===== src/rtl/move_fetch_seq.sv =====
// Move-instruction fetch sequencer: gathers src dev/addr and tgt dev/addr words
// from the IR stream, range-checks device IDs and presents one transfer command.
module move_fetch_seq #(
  parameter int DATA_WIDTH  = 16,
  parameter int NUM_DEVICES = 8,
  parameter int CNT_WIDTH   = 8
) (
  input  logic                  clk,
  input  logic                  rst_n,
  input  logic                  i_flush,
  input  logic                  i_ir_valid,
  input  logic [DATA_WIDTH-1:0] i_ir,
  output logic                  o_ir_ready,
  output logic                  o_target_device_flag,
  output logic                  o_cmd_valid,
  input  logic                  i_cmd_ready,
  output logic [DATA_WIDTH-1:0] o_src_device,
  output logic [DATA_WIDTH-1:0] o_src_address,
  output logic [DATA_WIDTH-1:0] o_tgt_device,
  output logic [DATA_WIDTH-1:0] o_tgt_address,
  output logic                  o_cmd_err,
  output logic [CNT_WIDTH-1:0]  o_inst_count
);

  typedef enum logic [2:0] {
    S_SRC_DEV  = 3'd0,
    S_SRC_ADDR = 3'd1,
    S_TGT_DEV  = 3'd2,
    S_TGT_ADDR = 3'd3,
    S_ISSUE    = 3'd4
  } state_t;

  // One extra bit so NUM_DEVICES == 2**DATA_WIDTH is representable.
  localparam logic [DATA_WIDTH:0] DEV_LIMIT = (DATA_WIDTH+1)'(NUM_DEVICES);

  state_t state;
  logic   accept;
  logic   src_err;
  logic   tgt_err;

  assign o_ir_ready = (state == S_SRC_DEV) || (state == S_SRC_ADDR) ||
                      (state == S_TGT_DEV) || (state == S_TGT_ADDR);
  assign o_target_device_flag = (state == S_TGT_DEV);
  assign accept  = i_ir_valid & o_ir_ready;
  assign src_err = {1'b0, o_src_device} >= DEV_LIMIT;
  assign tgt_err = {1'b0, o_tgt_device} >= DEV_LIMIT;

  always_ff @(posedge clk) begin
    if (!rst_n) begin
      state         <= S_SRC_DEV;
      o_cmd_valid   <= 1'b0;
      o_src_device  <= '0;
      o_src_address <= '0;
      o_tgt_device  <= '0;
      o_tgt_address <= '0;
      o_cmd_err     <= 1'b0;
      o_inst_count  <= '0;
    end else if (state == S_ISSUE) begin
      // A completed handshake wins over flush so the command is still counted.
      if (i_cmd_ready) begin
        o_inst_count <= o_inst_count + CNT_WIDTH'(1);
        state        <= S_SRC_DEV;
        o_cmd_valid  <= 1'b0;
      end else if (i_flush) begin
        state       <= S_SRC_DEV;
        o_cmd_valid <= 1'b0;
      end
    end else if (i_flush) begin
      state       <= S_SRC_DEV;
      o_cmd_valid <= 1'b0;
    end else begin
      case (state)
        S_SRC_DEV: if (accept) begin
          o_src_device <= i_ir;
          state        <= S_SRC_ADDR;
        end
        S_SRC_ADDR: if (accept) begin
          o_src_address <= i_ir;
          state         <= S_TGT_DEV;
        end
        S_TGT_DEV: if (accept) begin
          o_tgt_device <= i_ir;
          state        <= S_TGT_ADDR;
        end
        S_TGT_ADDR: if (accept) begin
          o_tgt_address <= i_ir;
          o_cmd_err     <= src_err | tgt_err;
          o_cmd_valid   <= 1'b1;
          state         <= S_ISSUE;
        end
        default: begin
          state       <= S_SRC_DEV;
          o_cmd_valid <= 1'b0;
        end
      endcase
    end
  end

endmodule


===== config.mk =====
export PLATFORM = sky130hd
export DESIGN_NAME = move_fetch_seq
export DESIGN_NICKNAME = d
export VERILOG_FILES = /design/src/rtl/move_fetch_seq.sv
export SDC_FILE = /design/constraint.sdc
export NUM_CORES = 1
export LEC_CHECK = 0
export CAP_MARGIN = 20
export CORE_ASPECT_RATIO = 0.6
export CORE_MARGIN = 3
export CORE_UTILIZATION = 50
export DETAILED_ROUTE_END_ITERATION = 6
export MAX_ROUTING_LAYER = met4
export PLACE_DENSITY = 0.85
export SLEW_MARGIN = 20
export SYNTH_ARGS = -nofsm -noshare
export SYNTH_HDL_FRONTEND = slang
export SYNTH_SLANG_ARGS = --single-unit

===== constraint.sdc =====
create_clock -name clk -period 4.9 [get_ports clk]
set_clock_uncertainty 0.2 [all_clocks]
set_input_delay 1.225 -clock clk [delete_from_list [all_inputs] [get_ports clk]]
set_output_delay 1.225 -clock clk [all_outputs]
set_load 0.02 [all_outputs]

Word level (Yosys, flattened, before mapping)
Index checks and enable logic that the tools add are counted.

Add/subtract/negate cells: 1. $mul: 0. Divide/modulo/power cells: 0. Order comparisons: 2. Equal/unequal tests: 10. Shift operators: 0. Muxes and demuxes: 15. Bitwise operators: 4. Reduce and logical (&&, ||, !) cells: 12.

Operators by type and width (count): greater-or-equal comparator 16 x 4 -> 1 bit (second input constant) (2); 2-to-1 mux 3 bit (8); AND reduction 4 bit (4); inequality test 4 x 3 -> 1 bit (second input constant) (3); case mux 3 bit (4 select lines) (1); adder 8 x 1 -> 8 bit (second input constant) (1); equality test 3 x 2 -> 1 bit (second input constant) (2); 2-to-1 mux 1 bit (5); AND reduction 5 bit (1); inequality test 4 x 2 -> 1 bit (second input constant) (1); equality test 3 x 1 -> 1 bit (second input constant) (1); equality test 3 bit (second input constant) (1); zero test 3 bit (1); logical OR 1 bit (3); inequality test 3 x 1 -> 1 bit (second input constant) (1); inequality test 3 bit (second input constant) (1); AND reduction 3 bit (1); OR reduction 3 bit (1); NOT 1 bit (2); case mux 1 bit (2 select lines) (1); AND reduction 2 bit (1); bitwise AND 1 bit (1); OR 1 bit (1).

Bits in registers: 77. Bits in latches: 0. Memory bits (writable): 0. ROM bits: 0. Input port bits: 21. Output and inout port bits: 76. Memories: 0.

Longest topological paths before layout
Gate-level depths: netlist (run 1).

Depth after elaboration: 9. Mapped depth: 6.

Worst setup path before layout (run 1)
OpenSTA, ideal clock, no wires.

Path kind: register -> output. Start point: register state[2]. End point: output o_target_device_flag. Data arrival time: 1.242 ns. Required time: 3.475 ns. Path slack: 2.233 ns. Cell stages (with the launch flop): 5. Path buffers: 2. Cells stage by stage: dfxtp_1 -> buf_2 -> nor2_1 -> clkbuf_1 -> and2_1.

Longest elaborated chain between the ends: 1.

RTL lines: from (decl) (line 36) `state_t state;`; from (signal assigned) (line 50) `state <= S_SRC_DEV;`; from (signal assigned) (line 62) `state <= S_SRC_DEV;`; from (signal assigned) (line 65) `state <= S_SRC_DEV;`; equality test 3 x 2 -> 1 bit (line 43) `assign o_target_device_flag = (state == S_TGT_DEV);`; to (decl) (line 14) `output logic o_target_device_flag,`.

No other way between the ends.

Worst setup path after layout (run 1)
Ends and elaborated chain as after synthesis.

==> results of run 1 <==
==> cell families (layout without fill, tap and decap cells) <==
family,Yosys count,in the layout,synth area share
compound gates,142,142,0.2349
xor+xnor,3,3,0.008493
fa+ha+maj,1,1,0.004043
buf+inv,40,120,0.05459
flops,77,77,0.4982
mux,2,2,0.006470
simple gates,110,110,0.1933
==> cell usage after synthesis (all sizes together) <==
| master | number | area share |
|---|---|---|
| and4bb | 1 | 0.0040 |
| dfxtp | 77 | 0.50 |
| nand4bb | 1 | 0.0036 |
| nor4 | 6 | 0.012 |
| nor2 | 5 | 0.0061 |
| xor2 | 1 | 0.0028 |
| or4 | 2 | 0.0049 |
| and3b | 1 | 0.0028 |
| clkbuf | 27 | 0.033 |
| o22a | 1 | 0.0028 |
| nand4 | 3 | 0.0061 |
| or3 | 4 | 0.0081 |
| nand2b | 4 | 0.0081 |
| nor3b | 1 | 0.0024 |
| o31ai | 2 | 0.0049 |
| a311oi | 1 | 0.0028 |
| and3 | 2 | 0.0040 |
| buf | 10 | 0.018 |
| mux2i | 2 | 0.0065 |
| nor2b | 1 | 0.0020 |
| nand2 | 7 | 0.0085 |
| and2 | 1 | 0.0020 |
| nand3 | 65 | 0.11 |
| inv | 3 | 0.0036 |
| and4 | 1 | 0.0028 |
| xnor2 | 2 | 0.0057 |
| a211oi | 1 | 0.0024 |
| ha | 1 | 0.0040 |
| nor3 | 2 | 0.0032 |
| nand3b | 1 | 0.0024 |
| a31oi | 1 | 0.0020 |
| o21ai | 66 | 0.11 |
| or2 | 1 | 0.0020 |
| a21oi | 70 | 0.11 |
| or3b | 1 | 0.0028 |
==> metrics by stage <==
stage / setup WS (ps) / power (mW) / area, µm²
floorplan: 2233 / 0.7147 / 3094
global placement: 1482 / 0.7710 / 4038
detailed placement: 1356 / 0.7718 / 4038
CTS: 1442 / 1.240 / 4238
global route: 1320 / 1.280 / 4253
finish: 1431 / 1.244 / 4253
==> worst max path at each step <==
stage / startpoint / end / slack, ps / cells past startpoint
after floorplan: state[2] / o_target_device_flag / 2230 / 4
after global placement: i_ir_valid / o_tgt_address[15] / 1480 / 4
after detailed placement: i_ir_valid / o_tgt_device[4] / 1360 / 4
after CTS: state[2] / o_target_device_flag / 1440 / 4
after global routing: state[2] / o_target_device_flag / 1320 / 4
final: state[2] / o_target_device_flag / 1430 / 4
==> cells in the final DEF (no fill, tap or decap), types with 2 or more instances in the layout <==
cell type / synthesis / layout
and3_1: 2 / 2
buf_4: 0 / 4
inv_1: 2 / 2
nand2b_1: 4 / 3
o31ai_1: 2 / 2
xnor2_1: 2 / 2
nand3_1: 65 / 65
clkinv_4: 0 / 2
nor3_1: 2 / 2
clkinv_2: 0 / 4
or3_1: 4 / 4
nand2_1: 7 / 7
mux2i_1: 2 / 2
clkdlybuf4s50_1: 0 / 96
nand4_1: 3 / 3
nor2_1: 5 / 4
clkbuf_8: 0 / 10
a21oi_1: 70 / 70
dfxtp_1: 77 / 77
o21ai_0: 60 / 60
nor4_1: 6 / 6
o21ai_1: 6 / 6
or4_1: 2 / 2
==> registers in the layout (all words and copies together), names as in the netlist <==
| name | flops |
|---|---|
| o_src_address | 16 |
| o_inst_count | 8 |
| o_src_device | 16 |
| o_tgt_device | 16 |
| o_cmd_valid | 1 |
| state | 3 |
| o_cmd_err | 1 |
| o_tgt_address | 16 |
==> where the power goes <==
group	switching [mW]	internal [mW]	leakage [nW]	total, mW
clock	0.234	0.248	0.106	0.482
combinational	0.0750	0.0445	0.643	0.119
sequential	0.00763	0.634	0.622	0.642
==> layout make-up <==
cell class / count / area [µm²]
sequential: 77 / 1541
fill: 454 / 1528
multi-input combinational: 258 / 1396
timing repair buffer: 101 / 1002
clock buffer: 10 / 137.6
tap: 80 / 100.1
clock inverter: 6 / 62.56
inverter: 3 / 12.51
==> critical path, delay by kind of cell (launching register included) <==
| family | cells | cell delay, ps |
|---|---|---|
| buf+inv | 2 | 960 |
| flops | 1 | 420 |
| simple gates | 2 | 320 |
==> routing by layer <==
layer	wire length (µm)	up-vias	global-route usage
li1	-	1508	-
met1	4343	1590	0.3899
met3	1111	21	0.09971
met4	161	0	0.07087
met2	4189	194	0.3862
met5	0	-	-
==> impl_metrics.toml, run 1 <==
[outcome]
status = "complete, no violations"

[route]
vias = 3313
routedWlPerCell_um = 18.33
drtIter0Drc = 356
dr.pass1.iters = 5
drtAntennaViolNets = 0
vias_per_cell = 6.193
wl_um = 9806
drc_errors = 0

[global_routing]
first_global_vias = 2877
grt_max_degree = 72
track_usage = 0.2807
grt_antenna_before_repair = 0
overflow = 0
grt_pass1_wl_um = 15140

[setup_path]
reg2reg_setup_slack_ps = 2740
cp-end-kind = "output port"
crit_arrival_ps = 2040
regToRegEndpoint = "o_src_address[5]"
reg2regPathDepth = 3
critical_path_class = "reg -> out"
critical_path.max_stage_delay_ps = 600
cp.required_ps = 3470
crit_path_max_fanout = 33
r2r-start = "state[1]"
cpMaxStageDelayCell = "clkdlybuf4s50_1"
cp-start-kind = "register"
crit_chain = "nor2_2 -> buf_4 -> and2_1 -> clkdlybuf4s50_1"

[finish]
fin_nets = 472
final_layout_size_suffix_gt1_frac = 0.06154
areaGrowthSynthToFinish_pct = 37.44
finalNonFillerCells = 535
fin_util = 0.7357
antenna_cells = 0

[clock_network]
cts-root-buf = "clkbuf_8"
clkSinkCount = 77
cts_setup_buffers = 0
clk_pin_slew_worst_paths_ps = 80
cts_hold_buf = 0
cts_tree = "yes"
clk_latency_ps = 350
cts_buffers = 9
ctsResizeCount = 0
cts_buffer_depth = 2
htree_levels = 3

[sta]
setup_tns_ps = 0
drv_slew = 0
finalCritPeriodShare = 0.7079
period_needed_ps = 3469
tightest_slew_ps = 1071
whs_ps = 280.9
finalSetupViolCount = 0
hold_violations = 0
relSlewSlack = 0.2862
rsz0062_at_grt = "false"
fmax_mhz = 288.3

[floorplan]
die_w_um = 107.6
rows = 21
initial_core_util = 0.5353
dieHeight_um = 66.94
die-area_um2 = 7200
pin_count = 97
core_area_um2 = 5781

[yosys]
ys_ff_latch = 77
postSynthCellCount = 375
synthesis.nets = 397
synth_cell_types = 38
netlist_area_um2 = 3094
yosysWarnings = 0
ys_seq_area_frac = 0.4982
synth_area_per_cell_um2 = 8.251

[power]
irDropWorstVdd_v = 0.0001695
leakagePower_nw = 1.372
p_per_area_nw_per_um2 = 292.4

[hold_path]
min_from = "o_src_address[11]"
min_to = "o_src_address[11]"
hold_depth = 2
hold_path_class = "reg -> reg"

[flow_run]
maxCapViolCount = 0

[placement]
dp.cells = 518
portBuffers = 96
dp_hpwl_um = 6283
gp_congestion = 0.8259
(Power assumes the default switching activity.)
==> inputs of run 2 (changes only) <==
Settings changed: CORE_UTILIZATION 50 to 46, PLACE_DENSITY 0.85 to 0.79.
Clock period 4.9 ns to 3.2 ns, I/O delays scaled along.
==> run 2 against run 1 <==
Compared with the run above: worst setup slack lost 930 ps; final area grew 1.0%; sequential power grew 53%; flip-flop and latch count is the same; total power grew 55%; global-route usage shrank 2.6 points; non-clock buffer count grew 3; cell count grew 1.3%; largest cell class unchanged.
==> impl_metrics.toml, run 2 (synthesized netlist as in run 1, its figures left out) <==
[finish]
final_layout_size_suffix_gt1_frac = 0.06550
areaGrowthSynthToFinish_pct = 38.82
mostFrequentLayoutCells = "clkdlybuf4s50_1 (96), dfxtp_1 (77), a21oi_1 (70)"
final_common_cell = "clkdlybuf4s50_1"
fin_nets = 475
antenna_cells = 0
fin_area_um2 = 4295

[global_routing]
overflow = 0
track_usage = 0.2549
first_global_vias = 2931
grt_max_degree = 58
grt_pass1_wl_um = 15700
grt_antenna_before_repair = 0

[placement]
gp_congestion = 0.8161
portBuffers = 96
dp_hpwl_um = 6411
dpl_cell_area_um2 = 4085

[setup_path]
critical_path.max_stage_delay_ps = 600
crit_path_max_fanout = 11
cpMaxStageDelayCell = "clkdlybuf4s50_1"
cp-end-kind = "output port"
reg2regPathDepth = 4
regToRegEndpoint = "o_src_address[6]"
critical_path_class = "reg -> out"
crit_chain = "and2_1 -> clkdlybuf4s50_1"
r2r-start = "state[0]"
cp.required_ps = 2200
reg2reg_setup_slack_ps = 1140
cp-start-kind = "register"
crit_arrival_ps = 1700

[power]
power.clock.fraction = 0.391
seqPwrFrac = 0.512
netSwitchingFraction = 0.2481
p_per_area_nw_per_um2 = 447.7
internal_power_mw = 1.446
leakagePower_nw = 1.384
p_switching_mw = 0.4771
p_comb_frac = 0.096
irDropWorstVdd_v = 0.0002438

[floorplan]
die_w_um = 111.9
initial_core_util = 0.4909
core_area_um2 = 6304
die-area_um2 = 7779
dieHeight_um = 69.53
rows = 22
pin_count = 97

[flow_run]
maxCapViolCount = 0

[clock_network]
cts_setup_buffers = 0
cts_hold_buf = 0
cts_buffer_depth = 2
ctsResizeCount = 0
clk_pin_slew_worst_paths_ps = 80
clkSinkCount = 77
clk_latency_ps = 340
cts_tree = "yes"
htree_levels = 3
cts-root-buf = "clkbuf_8"
cts_buffers = 9

[route]
vias_per_cell = 5.983
dr.pass1.iters = 6
drtAntennaViolNets = 0
routedWlPerCell_um = 18.14
drc_errors = 0
wl_um = 9830
vias = 3243
drtIter0Drc = 308

[outcome]
status = "complete, no violations"

[sta]
period_needed_ps = 2696
hold_violations = 0
tightest_slew_ps = 700.0
drv_slew = 0
setup_tns_ps = 0
relSlewSlack = 0.5312
finalCritPeriodShare = 0.8424
finalSetupViolCount = 0
rsz0062_at_grt = "false"
fmax_mhz = 371.0

[hold_path]
hold_depth = 2
min_from = "o_tgt_address[6]"
hold_path_class = "reg -> reg"
min_to = "o_tgt_address[6]"
-- run 2: metal layers --
metal | track usage | share of wire | up-vias
met1 | 0.3698 | 0.46 | 1552
met3 | 0.06277 | 0.092 | 8
met2 | 0.3592 | 0.45 | 168
met4 | 0.05398 | 0.0050 | 0
li1 | - | - | 1515
met5 | - | 0 | -
-- run 2: critical path, delay by kind of cell (launching register included) --
family / cells / cell delay [ps]
flops: 1 / 560
simple gates: 1 / 190
buf+inv: 1 / 600
-- run 2: worst max-delay path by stage --
| stage | start | to | depth (start not counted) |
|---|---|---|---|
| 2_1_floorplan | state[2] | o_target_device_flag | 4 |
| 3_3_place_gp | i_ir_valid | o_src_address[2] | 5 |
| 3_5_place_dp | i_ir_valid | o_src_device[15] | 5 |
| 4_1_cts | state[1] | o_target_device_flag | 2 |
| 5_1_grt | state[1] | o_target_device_flag | 2 |
| 6_report | state[1] | o_target_device_flag | 2 |
-- run 2: area by class of cell --
| type | count | area [µm²] |
|---|---|---|
| inverter | 3 | 11.26 |
| clock inverter | 5 | 58.81 |
| clock buffer | 11 | 151.4 |
| sequential | 77 | 1541 |
| tap | 84 | 105.1 |
| multi-input combinational | 258 | 1394 |
| timing repair buffer | 104 | 1033 |
| fill | 512 | 2008 |
-- run 2: through the flow --
step           worst slack [ps]  hold slack, ps    util  power [mW]  std cells
3_3_place_gp              604.8           260.5  0.6481       1.185        526
5_1_grt                   426.4           303.2  0.6814       1.990        542
2_1_floorplan             958.0           351.1       -       1.094        375
6_report                  504.4           276.1  0.6814       1.923        542
4_1_cts                   506.2           276.7  0.6814       1.928        542
3_5_place_dp              525.9           266.0  0.6481       1.188        526
-- run 2: power by group through the flow --
stage	sequential, mW	clock, mW	combinational, mW
after floorplan	1.02	0	0.0767
after global placement	1.01	0	0.179
after detailed placement	1.01	0	0.182
after CTS	0.984	0.761	0.183
after global routing	0.987	0.803	0.200
final	0.985	0.753	0.185
